$ cat src/rtl/seven_seg_disp.sv
// rtl/seven_seg_disp.sv - floor number to 7-segment driver; optional floor-change dp indicator under SEVEN_SEG_CHG_DP_EN
module seven_seg_disp #(
    parameter bit ACTIVE_LOW = 1'b1,
    parameter int CHG_HOLD   = 100
) (
    input  logic       clk,
    input  logic       rst,
    input  logic [1:0] current_floor,
    output logic [7:0] disp
);

    // XOR mask turning a logical (lit = 1) pattern into the physical drive level
    localparam logic [7:0] POL_MASK = {8{ACTIVE_LOW}};

    logic [6:0] glyph;
    logic       dp_next;

    // Map the floor number to its logical {g..a} segment pattern
    always_comb begin
        glyph = 7'h00;
        case (current_floor)
            2'd0: glyph = 7'h3F;
            2'd1: glyph = 7'h06;
            2'd2: glyph = 7'h5B;
            2'd3: glyph = 7'h4F;
            default: glyph = 7'h00;
        endcase
    end

`ifdef SEVEN_SEG_CHG_DP_EN
    localparam logic [15:0] HOLD_LOAD = 16'(CHG_HOLD);

    logic [1:0]  prev_floor;
    logic [15:0] hold_cnt;
    logic [15:0] hold_next;

    // A floor change reloads the hold; otherwise count down and stop at zero.
    // dp follows the post-update count so it lights on the same edge as the new glyph.
    always_comb begin
        hold_next = hold_cnt;
        if (current_floor != prev_floor) begin
            hold_next = HOLD_LOAD;
        end else if (hold_cnt != 16'd0) begin
            hold_next = hold_cnt - 16'd1;
        end
        dp_next = (hold_next != 16'd0);
    end

    // Remember the last floor seen and the remaining hold cycles
    always_ff @(posedge clk) begin
        if (rst) begin
            prev_floor <= 2'd0;
            hold_cnt   <= 16'd0;
        end else begin
            prev_floor <= current_floor;
            hold_cnt   <= hold_next;
        end
    end
`else
    // Change indicator absent: dp is permanently unlit. The comparison is always
    // false for a legal hold length and only keeps CHG_HOLD referenced.
    localparam bit DP_OFF = (CHG_HOLD < 0);
    assign dp_next = DP_OFF;
`endif

    // Output register: blank on reset, otherwise dp plus glyph at the panel's polarity
    always_ff @(posedge clk) begin
        if (rst) begin
            disp <= POL_MASK;
        end else begin
            disp <= POL_MASK ^ {dp_next, glyph};
        end
    end

endmodule

$ cat config.mk
export PLATFORM = sky130hd
export DESIGN_NAME = seven_seg_disp
export DESIGN_NICKNAME = d
export VERILOG_FILES = /design/src/rtl/seven_seg_disp.sv
export SDC_FILE = /design/constraint.sdc
export NUM_CORES = 1
export LEC_CHECK = 0
export ABC_AREA = 1
export CORE_AREA = 2 2 39 41
export DETAILED_ROUTE_END_ITERATION = 16
export DIE_AREA = 0 0 41 43
export GPL_ROUTABILITY_DRIVEN = 0
export PLACE_DENSITY = 0.37
export RECOVER_POWER = 100
export SLEW_MARGIN = 10
export SYNTH_ARGS = -nofsm -noshare
export SYNTH_HDL_FRONTEND = slang
export SYNTH_SLANG_ARGS = --single-unit
export TNS_END_PERCENT = 10
$ cat constraint.sdc
create_clock -name clk -period 0.8 [get_ports clk]
set_input_delay 0.08 -clock clk [delete_from_list [all_inputs] [get_ports clk]]
set_output_delay 0.08 -clock clk [all_outputs]
set_load 0.005 [all_outputs]
## Word level (Yosys, flattened, before mapping)

Index checks and enable logic that the tools add are counted.

| storage, ports and cells | value |
|---|---|
| bits in registers | 8 |
| latch bits | 0 |
| RAM bits | 0 |
| ROM bits | 0 |
| input bits | 4 |
| output and inout bits | 8 |
| logic and storage cells | 7 |
| memories kept | 0 |

| cells by class | value |
|---|---|
| add/sub/neg operators | 0 |
| multipliers | 0 |
| divide/modulo/power cells | 0 |
| magnitude comparators | 0 |
| equal/unequal tests | 3 |
| shifts and indexed selects | 0 |
| multiplexer cells | 1 |
| bitwise operators | 1 |
| reduce and logical (&&, ||, !) cells | 1 |

Operators by type and width:

| kind | number |
|---|---|
| $pmux W7 S4 | 1 |
| $not A7 Y8 | 1 |
| $eq A2 B2 Y1 const B | 2 |
| $eq A2 B1 Y1 const B | 1 |
| $logic_not A2 Y1 | 1 |

## Longest topological paths before layout

| logic depth | value |
|---|---|
| word-level depth | 3 |
| gate-level depth with buffers | 3 |
| mapped depth without buffers | 3 |

## Worst setup path after synthesis

Ideal clock, no wire load.

| timing path | value |
|---|---|
| kind | reg2out |
| from | register disp[3] |
| to | output port disp[3] |
| arrival time | 426 ps |
| required time | 720 ps |
| path slack | 294 ps |
| stages on the path, launching flop included | 2 |
| path buffers | 1 |
| cells stage by stage | dfxtp_1 > buf_4 |

RTL lines:

| what | line | RTL |
|---|---|---|
| from (decl) | 9 | `output logic [7:0] disp` |
| from (signal assigned) | 71 | `disp <= POL_MASK ^ {dp_next, glyph};` |

No word-level cell between the ends.

## Worst setup path after layout

| timing path | value |
|---|---|
| from | register disp[3] |
| to | output port disp[3] |

No word-level cell between the ends.

==> impl_metrics.ini <==
[setup_path]
path_cells = buf_2
critical-path-max-stage-delay_ns = 0.31
cpMaxStageDelayCell = dfxtp_1
critPathLaunchType = register
critPathLaunch = disp[3]
required_ns = 0.72
worst-endpoint-arrival_ns = 0.65
cp_top_family = flip-flops
critical_path.max_fanout = 2
criticalPathCategory = reg -> out
worst_setup_path_end_kind = primary output
critical_path.n_buffers_inverters = 1

[layout]
biggest_register = disp
layout.filler_cells = 159
area_growth_pct = 51.4
finish.net_count = 36
layout-drive-gt1-share_pct = 30.0
insertedDiodeCount = 0
reg.largest.list = disp x6
largest_register_ff_count = 6

[timing]
timing.hold.ws_ns = 0.389
period_needed_ns = 0.733
final_slew_violations = 0
final_hold_viol_count = 0
rsz0062_at_grt = no
clock.fmax_mhz = 1360
period_share_pct = 91.6
setup-violations-final = 0

[floorplan]
initial_core_util_pct = 12.8
design.core.area_mm2 = 0.00138
die_h_um = 43
placement_rows = 14
fp.dieW_um = 41
top_level_ports = 12
floorplan.die_area_mm2 = 0.00176

[yosys]
syn_avg_cell_area_um2 = 9.35
seq_area_frac_synth_pct = 67.6
synthesis.area_um2 = 178
yosysWarningCount = 0
ys_ff_latch = 6
yosys.cell_types.count = 6
postSynthNetCount = 23
syn_inst = 19

[worst_hold_path]
worst_hold_startpoint = current_floor[1]
min_path_type = in -> reg

[pwr]
pwr-share-comb_pct = 8.4
p_int_uw = 514
total_design_power_uw = 634
total_switching_power_uw = 120
clkPwrFrac_pct = 41.1
power_switching_share_pct = 18.9
power.ir.vdd_worst_v = 0.000380
cellPowerDensity_mw_per_mm2 = 2360
power.static_leakage_uw = 0.000132
pwr-share-seq_pct = 50.6

[routing]
vias_per_cell = 3.11
vias = 143
route.antenna.remaining_nets = 0
routed_wl_um = 287
drt_first_pass_iters = 1
route.detailed.wl_per_inst_um = 6.24
initialDrtViolationCount = 0
route.detailed.drc = 0

[clocking]
clock_tree.root_cell = clkbuf_4
tritoncts = built
cts.clk_slew.worst_paths_ns = 0.04
clock_sink_count = 6
cts.htree.levels = 1
cts-buffers-inserted = 3
clk_path_buf_depth = 2
hold_buffers = 0

[placement]
post-dp-hpwl_um = 231
place.port_buffers = 10

[global_routing]
overflow = 0
gr_util_all_layers_pct = 3.82
grt_start_max_net_pins = 6
antenna_found_initial = 0
first_global_vias = 142
grt_pass1_wl_um = 427

[status]
status = finished clean

[run]
max_cap_violations = 0
==> Yosys cell counts <==
cell type | count | area [um2]
dfxtp_1 | 6 | 120
nand2_1 | 6 | 22.5
conb_1 | 1 | 3.75
nand3_1 | 1 | 5.00
inv_1 | 3 | 11.3
buf_4 | 2 | 15.0
==> cells in the final DEF (no fill, tap or decap) <==
master,n
inv_1,3
nand2_1,6
conb_1,1
dfxtp_1,6
dlygate4sd3_1,1
nand3_1,1
buf_2,6
clkbuf_1,1
clkdlybuf4s50_1,2
clkbuf_4,3
==> per-layer routing <==
metal  part of all wire (%)  vias to the layer above  track usage (%)  routed length, um
met4                      0                        0             6.00                  0
li1                       -                       73                -                  -
met5                      0                        -                0                  0
met3                     12                        0                0                 34
met2                     60                        6             6.56                172
met1                     28                       64             2.57                 80
==> layout make-up <==
type | count | area [um2] | share of cell area [%]
well taps | 16 | 20.0 | 7.44
repair buffers | 10 | 63.8 | 23.7
flip-flops and latches | 6 | 120 | 44.7
multi-input cells | 8 | 31.3 | 11.6
clock buffers | 3 | 22.5 | 8.37
inverters | 3 | 11.3 | 4.19
==> per-stage QoR <==
step / instance area (um2) / setup slack (ns) / instances / TNS, ns / util [%]
after CTS: 278 / -0.0163 / 46 / -0.0163 / 20.1
final: 269 / 0.0670 / 46 / 0 / 19.4
after global placement: 283 / -0.0759 / 43 / -0.583 / 20.4
after detailed placement: 283 / -0.0814 / 43 / -0.632 / 20.4
after floorplan: 178 / 0.294 / 19 / 0 / -
after global routing: 269 / 0.0275 / 46 / 0 / 19.4
==> path summary, 6_finish.rpt <==
| check | to | depth (start not counted) |
|---|---|---|
| setup / recovery | disp[3] | 1 |
| hold / removal | disp[6] | 2 |
==> cell families after synthesis <==
family                 share of synthesized area, %
AND/OR/NAND/NOR                                15.5
flip-flops                                     67.6
buffers and inverters                          14.8
other                                          2.11
==> power groups by stage <==
stage | clock network, uW | registers [uW] | logic (uW)
after floorplan | 0 | 329 | 22.4
after detailed placement | 0 | 327 | 74.3
after CTS | 268 | 321 | 57.7
after global placement | 0 | 326 | 74.9
after global routing | 288 | 322 | 61.2
final | 260 | 321 | 53.1
==> repair_timing <==
item | 4_1_cts | 5_1_grt
resized for setup | 27 | 1
setup endpoints to repair | 7 | 1
setup buffers | 0 | 0
pin swaps | 0 | 0
Note: power is estimated with default switching activity, not from simulation.
